File: src/rtl/mlp_r_stream_wrapper.sv
// Stream front/back end for the approximate MLP regressor core: packs serial
// features into the flat core input bus, then rounds and saturates the core output.
module mlp_r_stream_wrapper #(
    parameter int WIDTH_A    = 4,
    parameter int NUM_A      = 21,
    parameter int OUTWIDTH   = 22,
    parameter int FRAC       = 16,
    parameter int MAX_CLASS  = 3,
    parameter int CLS_W      = 2,
    parameter int SETTLE     = 2,
    parameter int ROUND_MODE = 1
) (
    input  logic                     clk,
    input  logic                     rst,
    input  logic [WIDTH_A-1:0]       in_data,
    input  logic                     in_valid,
    output logic                     in_ready,
    output logic [NUM_A*WIDTH_A-1:0] core_inp,
    input  logic [OUTWIDTH-1:0]      core_out,
    output logic [CLS_W-1:0]         out_class,
    output logic                     out_sat,
    output logic                     out_valid,
    input  logic                     out_ready
);

    localparam int IDX_W = (NUM_A > 1) ? $clog2(NUM_A) : 1;
    localparam int CNT_W = (SETTLE > 1) ? $clog2(SETTLE) : 1;
    localparam int IP_W  = OUTWIDTH - FRAC;
    localparam logic [FRAC-1:0] HALF  = FRAC'(1) << (FRAC - 1);
    localparam logic [IP_W:0]   MAX_R = (IP_W + 1)'(MAX_CLASS);

    // state     | meaning
    // ST_LOAD   | accepting features into core_inp
    // ST_SETTLE | core inputs frozen, waiting for the core output to settle
    // ST_OUT    | result presented, waiting for downstream handshake
    typedef enum logic [1:0] {ST_LOAD, ST_SETTLE, ST_OUT} state_t;

    state_t                   state_q, state_d;
    logic [IDX_W-1:0]         idx_q, idx_d;
    logic [CNT_W-1:0]         cnt_q, cnt_d;
    logic [NUM_A*WIDTH_A-1:0] inp_q, inp_d;
    logic [CLS_W-1:0]         class_q, class_d;
    logic                     sat_q, sat_d;
    logic                     valid_q, valid_d;

    logic [IP_W-1:0]  ip;
    logic [FRAC-1:0]  fr;
    logic             round_up;
    logic [IP_W:0]    r;
    logic             r_sat;
    logic [CLS_W-1:0] r_class;

    // One extra bit on r keeps ip all-ones plus a round-up from wrapping to 0.
    always_comb begin
        ip       = core_out[OUTWIDTH-1:FRAC];
        fr       = core_out[FRAC-1:0];
        round_up = 1'b0;
        if (ROUND_MODE == 1) round_up = (fr > HALF);
        if (ROUND_MODE == 2) round_up = (fr >= HALF);
        r       = {1'b0, ip} + (IP_W + 1)'(round_up);
        r_sat   = (r > MAX_R);
        r_class = r_sat ? CLS_W'(MAX_CLASS) : r[CLS_W-1:0];
    end

    assign in_ready  = (state_q == ST_LOAD) && !rst;
    assign core_inp  = inp_q;
    assign out_class = class_q;
    assign out_sat   = sat_q;
    assign out_valid = valid_q;

    always_ff @(posedge clk or posedge rst) begin
        if (rst) begin
            state_q <= ST_LOAD;
            idx_q   <= '0;
            cnt_q   <= '0;
            inp_q   <= '0;
            class_q <= '0;
            sat_q   <= 1'b0;
            valid_q <= 1'b0;
        end else begin
            state_q <= state_d;
            idx_q   <= idx_d;
            cnt_q   <= cnt_d;
            inp_q   <= inp_d;
            class_q <= class_d;
            sat_q   <= sat_d;
            valid_q <= valid_d;
        end
    end

    always_comb begin
        state_d = state_q;
        idx_d   = idx_q;
        cnt_d   = cnt_q;
        inp_d   = inp_q;
        class_d = class_q;
        sat_d   = sat_q;
        valid_d = valid_q;
        case (state_q)
            ST_LOAD: begin
                if (in_valid && in_ready) begin
                    inp_d[idx_q*WIDTH_A +: WIDTH_A] = in_data;
                    if (idx_q == IDX_W'(NUM_A - 1)) begin
                        idx_d   = '0;
                        cnt_d   = CNT_W'(SETTLE - 1);
                        state_d = ST_SETTLE;
                    end else begin
                        idx_d = idx_q + IDX_W'(1);
                    end
                end
            end
            ST_SETTLE: begin
                if (cnt_q == '0) begin
                    class_d = r_class;
                    sat_d   = r_sat;
                    valid_d = 1'b1;
                    state_d = ST_OUT;
                end else begin
                    cnt_d = cnt_q - CNT_W'(1);
                end
            end
            ST_OUT: begin
                if (out_ready) begin
                    valid_d = 1'b0;
                    state_d = ST_LOAD;
                end
            end
            default: state_d = ST_LOAD;
        endcase
    end

endmodule

File: config.mk
export PLATFORM = sky130hd
export DESIGN_NAME = mlp_r_stream_wrapper
export DESIGN_NICKNAME = d
export VERILOG_FILES = /design/src/rtl/mlp_r_stream_wrapper.sv
export SDC_FILE = /design/constraint.sdc
export NUM_CORES = 1
export LEC_CHECK = 0
export CORE_ASPECT_RATIO = 0.9
export CORE_UTILIZATION = 25
export CTS_CLUSTER_SIZE = 20
export DETAILED_ROUTE_END_ITERATION = 16
export PLACE_DENSITY = 0.57
export SYNTH_ARGS = -nofsm -noshare
export SYNTH_HDL_FRONTEND = slang
export SYNTH_SLANG_ARGS = --single-unit
File: constraint.sdc
create_clock -name clk -period 10 [get_ports clk]
set_input_delay 1.5 -clock clk [delete_from_list [all_inputs] [get_ports clk]]
set_output_delay 1.5 -clock clk [all_outputs]
set_load 0.02 [all_outputs]
==> results of run 1 <==
==> metal layers <==
layer	up-vias	routed length (um)
li1	1804	-
met1	1874	6430
met2	123	6470
met3	11	823
met4	0	113
met5	-	0
==> power groups by stage <==
stage / combinational (W) / sequential (W) / clock [W]
4_1_cts: 0.000700 / 0.000528 / 0.000396
3_5_place_dp: 0.000696 / 0.000534 / 0
3_3_place_gp: 0.000678 / 0.000533 / 0
5_1_grt: 0.000761 / 0.000539 / 0.000412
2_1_floorplan: 0.000473 / 0.000540 / 0
6_report: 0.000697 / 0.000528 / 0.000383
==> worst max-delay path by stage <==
stage	start	end	slack, ns	cells after the start
2_1_floorplan	rst	cnt_q	5.99	1
3_3_place_gp	rst	in_ready	5.66	3
3_5_place_dp	rst	in_ready	5.62	3
4_1_cts	rst	in_ready	5.60	3
5_1_grt	idx_q[0]	core_inp[47]	5.47	9
6_report	rst	in_ready	5.63	3
==> metrics by stage <==
stage                     area [sq um]  std cells  setup slack, ns  hold slack (ns)
after floorplan                   4830        439             5.99            0.487
after global placement            6220        778             5.66            0.475
after detailed placement          6220        778             5.62            0.481
after CTS                         6550        794             5.60            0.494
after global routing              6550        794             5.47            0.518
final                             6550        794             5.63            0.489
==> kinds of logic after synthesis <==
kind of cell    Yosys count  synth area share
compound gates           58            0.0855
xor+xnor                  3           0.00932
fa+ha+maj                 5            0.0129
buf+inv                  37            0.0331
flops                    96             0.497
mux                      71             0.168
simple gates            169             0.194
==> worst max-delay path, stage by stage <==
cell             delay (ns)
clkdlybuf4s50_1        0.52
nor3_1                 0.21
clkdlybuf4s50_1        0.64
==> flip-flops by register name (all words and copies together) (netlist names) <==
signal     cells
state_q        2
out_valid      1
idx_q          5
out_sat        1
core_inp      84
out_class      2
cnt_q          1
==> cells in the mapped netlist (5+ instances only) <==
master / number
buf_2: 11
mux2_2: 46
inv_1: 11
dfrtp_1: 96
nand2_1: 30
nor2b_1: 6
clkbuf_1: 12
nand2b_1: 7
nor3_1: 44
nor2_1: 31
ha_1: 5
nand3_1: 10
o31ai_1: 32
o21ai_0: 8
mux2i_1: 5
mux2_1: 15
==> layout make-up <==
type,count,share of cell area
Sequential cell,96,0.367
Tap cell,245,0.0468
Timing Repair Buffer,120,0.183
Inverter,11,0.00649
Clock buffer,14,0.0418
Clock inverter,2,0.00917
Multi-Input combinational cell,306,0.346
==> qor.csv, run 1 <==
metric;value;unit
kind of critical path;input pin to output port;
clock edge transition at the registers on the reported setup and hold paths;0.06;ns
Max clock buf depth;2;
synthesized instance count;439;
Final Hold Fails;0;
Worst-Margin Slew;1.11;ns
most frequent cells in the layout;clkdlybuf4s50_1 (118), dfrtp_1 (96), mux2_2 (46);
CTS buffer count;9;
I/O pins;119;
most common cell after layout, fill and taps aside;clkdlybuf4s50_1;
P&R area growth vs syn;35.6;%
# setup viols final;0;
Comb pwr share;0.434;
core area;18600;sq um
top cell type's share of synthesized area;0.497;
R2R depth;9;
GR met3 Demand/Resource;0.0442;
Hold Path End;core_inp[72];
Clock Latency Late Sink;0.35;ns
cell-internal power;0.000919;W
worst relative slew slack;0.238;
FF+latch count, synth;96;
hold path startpoint;core_inp[72];
Final min period;4.37;ns
Die ar.;19900;sq um
ranking of synthesized cells by area;dfrtp_1 (50%), mux2_2 (11%), o31ai_1 (5.0%);
FMAX;229;MHz
routed wire length;13800;um
first-pass GRT wire length;22100;um
crit path DAT;2.87;ns
Netlist Area Pre-Place;4830;sq um
Overall Global Routing Usage;0.145;
Pre-antenna DRT Iters;4;
hold path cells;1;
routed len/inst;17.4;um
die extent in x;149;um
M1 GR Usage;0.193;
Leak;2.77;nW
Netlist cell types;53;
Tcrit/Tclk final;0.437;
# rows;47;
initial DRC count;178;
Initial Utilization;0.259;
setup TNS;0;ns
clock network fraction of total power;0.238;
register area share after synthesis;0.497;
number of H-tree levels;3;
RSZ-0062 raised after global routing;false;
Antenna Nets Post-Route;0;
number of global-route vias before repair;3968;
net load switching power;0.000688;W
total number of vias;3812;
DRC;0;
total gr overflow;0;
Reg area;2400;sq um
CP startpoint kind;input pin;
synthesized area per cell;11.0;sq um
status;finished clean;
GRT Max-Usage Layer;met2;
Via density;4.80;
reg2reg end;core_inp[42];
Sink Count;96;
Worst R2R Setup Slack;5.76;ns
Post-synth ARST share;1.00;
initial antenna violation count;0;
PD cells;245;nW/um^2
multi-input logic area;2270;sq um
share of layout cells above drive strength 1;0.158;
IO Port Bufs;118;
fill cell count;1789;
syn_nets;474;
max-cap check violation count;0;
DP HPWL;10400;um
Net Sw Frac;0.428;
largest net degree at the start of global routing;60;
routing usage on met2;0.230;
Pwr Total;0.00161;W
die height;134;um
Clock Skew;0.00815;ns
clk root buf;clkbuf_16;
nets@finish;579;
CTS tree;done;
Final Core Density;0.351;
hold buffers post-CTS;0;
Post-synth EDFFs;0;
post_cts resized;0;
critical path required time;8.50;ns
Placer Congestion;0.846;
reg2reg start;idx_q[0];
worst-case vdd ir drop;144;uV
Hold Path Class;flip-flop to flip-flop;
CP max FO;5;
crit end category;output port;
max-slew violations;0;
yosys warns;0;
ys flop type;dfrtp_1;
post-CTS setup buffers;0;
Flop pwr share;0.328;
cell accounting for the most synthesized area;dfrtp_1;
antenna cells;0;
Note: power is estimated with default switching activity, not from simulation.
==> run 2: changes to the inputs <==
- PLACE_DENSITY: 0.57 -> 0.59
- clock period: 10 -> 3.7 ns (I/O delays scaled with it)
==> run 2 against run 1 <==
- sequential power increased to 2.5 times the previous value
- routed wire length increased by 1.8%
- clock power grew to 2.7 times the previous value
- critical path depth is 6 higher
- highest routed layer unchanged
- count of clock-buffer cells in the layout decreased by 4
- setup slack lost 5.3 ns
- worst hold slack improved by 0.0097 ns
- critical path type is now flip-flop to flip-flop
- non-clock buffer count is 7 higher
- total power rose to 2.7 times the previous value
- via count is 2.1% higher
- sequential cell count unchanged
- register-to-register slack worse by 5.4 ns
==> qor.csv, run 2 (same netlist as run 1, synthesis figures left out) <==
metric;value;unit;change
worst-case vdd ir drop;335;uV;+130%
Tcrit/Tclk final;0.907;;
CP max FO;12;;+7
clk root buf;clkbuf_16;;
Largest register FFs;84;;unchanged
Flop pwr share;0.302;;-0.026
P&R area growth vs syn;36.8;%;
most numerous cell on the critical path;nor2b_1;;
clock edge transition at the registers on the reported setup and hold paths;0.07;ns;about the same
core area;18600;sq um;unchanged
IO Port Bufs;118;;unchanged
crit path from;idx_q[1];;
CP max stage cell;dfrtp_1;;
routed len/inst;17.6;um;+0.94%
CTS buffer count;9;;unchanged
CTS tree;done;;
Worst-Margin Slew;1.01;ns;-0.105 ns
Placer Congestion;0.836;;-1.2%
initial antenna violation count;0;;unchanged
crit end category;flip-flop;;
post-route cell area;6610;sq um;+0.92%
Final min period;3.36;ns;
reg2reg start;idx_q[1];;
FMAX;298;MHz;
max-cap check violation count;0;;unchanged
critical-path cell list;inv_1 -> ha_1 -> nor2b_1 -> nor2b_1 -> ha_1 -> nor2b_1 -> o211ai_1 -> nor2_1 -> mux2_2;;
Final Hold Fails;0;;unchanged
PD cells;667;nW/um^2;+170%
Clock Latency Late Sink;0.35;ns;about the same
fill cell count;1815;;+1.5%
Clock Skew;0.00890;ns;+0.000757 ns
hold path cells;1;;unchanged
# setup viols final;0;;unchanged
Crit path max-delay family;simple AND/OR/NAND/NOR gates;;
RSZ-0062 raised after global routing;false;;
worst relative slew slack;0.326;;+0.0881
largest net degree at the start of global routing;57;;-5.0%
clock network fraction of total power;0.232;;-0.006
first-pass GRT wire length;22700;um;+3.1%
kind of critical path;flip-flop to flip-flop;;
Antenna Nets Post-Route;0;;unchanged
critical path depth;9;;+6
status;finished clean;;
share of layout cells above drive strength 1;0.173;;+0.0142
hold_ws;0.498;ns;+0.00971 ns
most common cell after layout, fill and taps aside;clkdlybuf4s50_1;;
Overall Global Routing Usage;0.149;;+0.00365
Leak;2.80;nW;+1.2%
initial DRC count;191;;+7.3%
Hold Path Class;flip-flop to flip-flop;;
routed wire length;14100;um;+1.8%
most frequent cells in the layout;clkdlybuf4s50_1 (118), dfrtp_1 (96), mux2_2 (46);;
total number of vias;3893;;+2.1%
Via density;4.86;;+1.2%
DP HPWL;10600;um;+1.8%
I/O pins;119;;unchanged
Net Sw Frac;0.433;;+0.00463
total gr overflow;0;;unchanged
Placed Instance Area;6280;sq um;+1.0%
Comb pwr share;0.467;;+0.033
max-slew violations;0;;unchanged
Die ar.;19900;sq um;unchanged
number of H-tree levels;3;;unchanged
Pwr Total;0.00441;W;+170%
CP Buf/Inv Count;1;;-1
post-CTS setup buffers;0;;unchanged
critical path required time;3.93;ns;-4.57 ns
die height;134;um;unchanged
Final Core Density;0.355;;+0.00322
die extent in x;149;um;unchanged
antenna cells;0;;unchanged
Sink Count;96;;unchanged
Max clock buf depth;2;;unchanged
nets@finish;586;;+1.2%
# rows;47;;unchanged
hold path startpoint;core_inp[22];;
post_cts resized;0;;unchanged
hold buffers post-CTS;0;;unchanged
Initial Utilization;0.259;;unchanged
crit path DAT;3.59;ns;+0.72 ns
cell-internal power;0.00250;W;+170%
CP startpoint kind;flip-flop;;
DRC;0;;unchanged
Max stage delay on crit path;0.60;ns;-0.04 ns
setup TNS;0;ns;unchanged
number of global-route vias before repair;4032;;+1.6%
net load switching power;0.00191;W;+180%
R2R depth;9;;unchanged
Pre-antenna DRT Iters;4;;unchanged
## run 2: cell types whose count changed in the layout (fill, tap and decap cells not counted), sizes merged
| cell | before | now |
|---|---|---|
| clkinvlp | 0 | 1 |
| clkinv | 1 | 3 |
| buf | 2 | 9 |
| inv | 10 | 11 |
| clkbuf | 14 | 10 |
## run 2: cell type report
cell class	instances	area (sq um)	area share
clock buffers	10	239	0.0361
clock inverters	6	90.1	0.0136
inverters	11	42.5	0.00643
multi-input cells	306	2270	0.343
flip-flops and latches	96	2400	0.363
well taps	245	307	0.0464
repair buffers	127	1260	0.191
## run 2: worst paths after layout
path | to | slack (ns)
hold / removal | core_inp[22] | 0.50
max in group asynchronous | idx_q[2] | 2.03
min in group asynchronous | core_inp[5] | 0.94
setup reg to reg | core_inp[41] | 0.34
hold reg to reg | core_inp[22] | 0.50
setup / recovery | core_inp[41] | 0.34
## run 2: stage by stage
stage,setup WS (ns),std cells
6_report,0.345,801
5_1_grt,0.126,801
4_1_cts,0.370,801
3_5_place_dp,0.376,785
3_3_place_gp,0.622,785
2_1_floorplan,0.521,439
## run 2: power by group through the flow
| stage | sequential, W | combinational [W] | clock [W] |
|---|---|---|---|
| global placement | 0.00134 | 0.00198 | 0 |
| global route | 0.00135 | 0.00224 | 0.00109 |
| floorplan | 0.00146 | 0.00128 | 0 |
| detailed placement | 0.00135 | 0.00204 | 0 |
| finish | 0.00133 | 0.00206 | 0.00102 |
| CTS | 0.00133 | 0.00205 | 0.00104 |
## run 2: per-layer routing
metal,part of all wire,wire (um),vias to the layer above,global-route usage
met4,0.017,233,0,0.0573
met5,0,0,-,0
met3,0.048,673,17,0.0299
met1,0.46,6530,1938,0.197
met2,0.47,6650,121,0.238
li1,-,-,1817,-
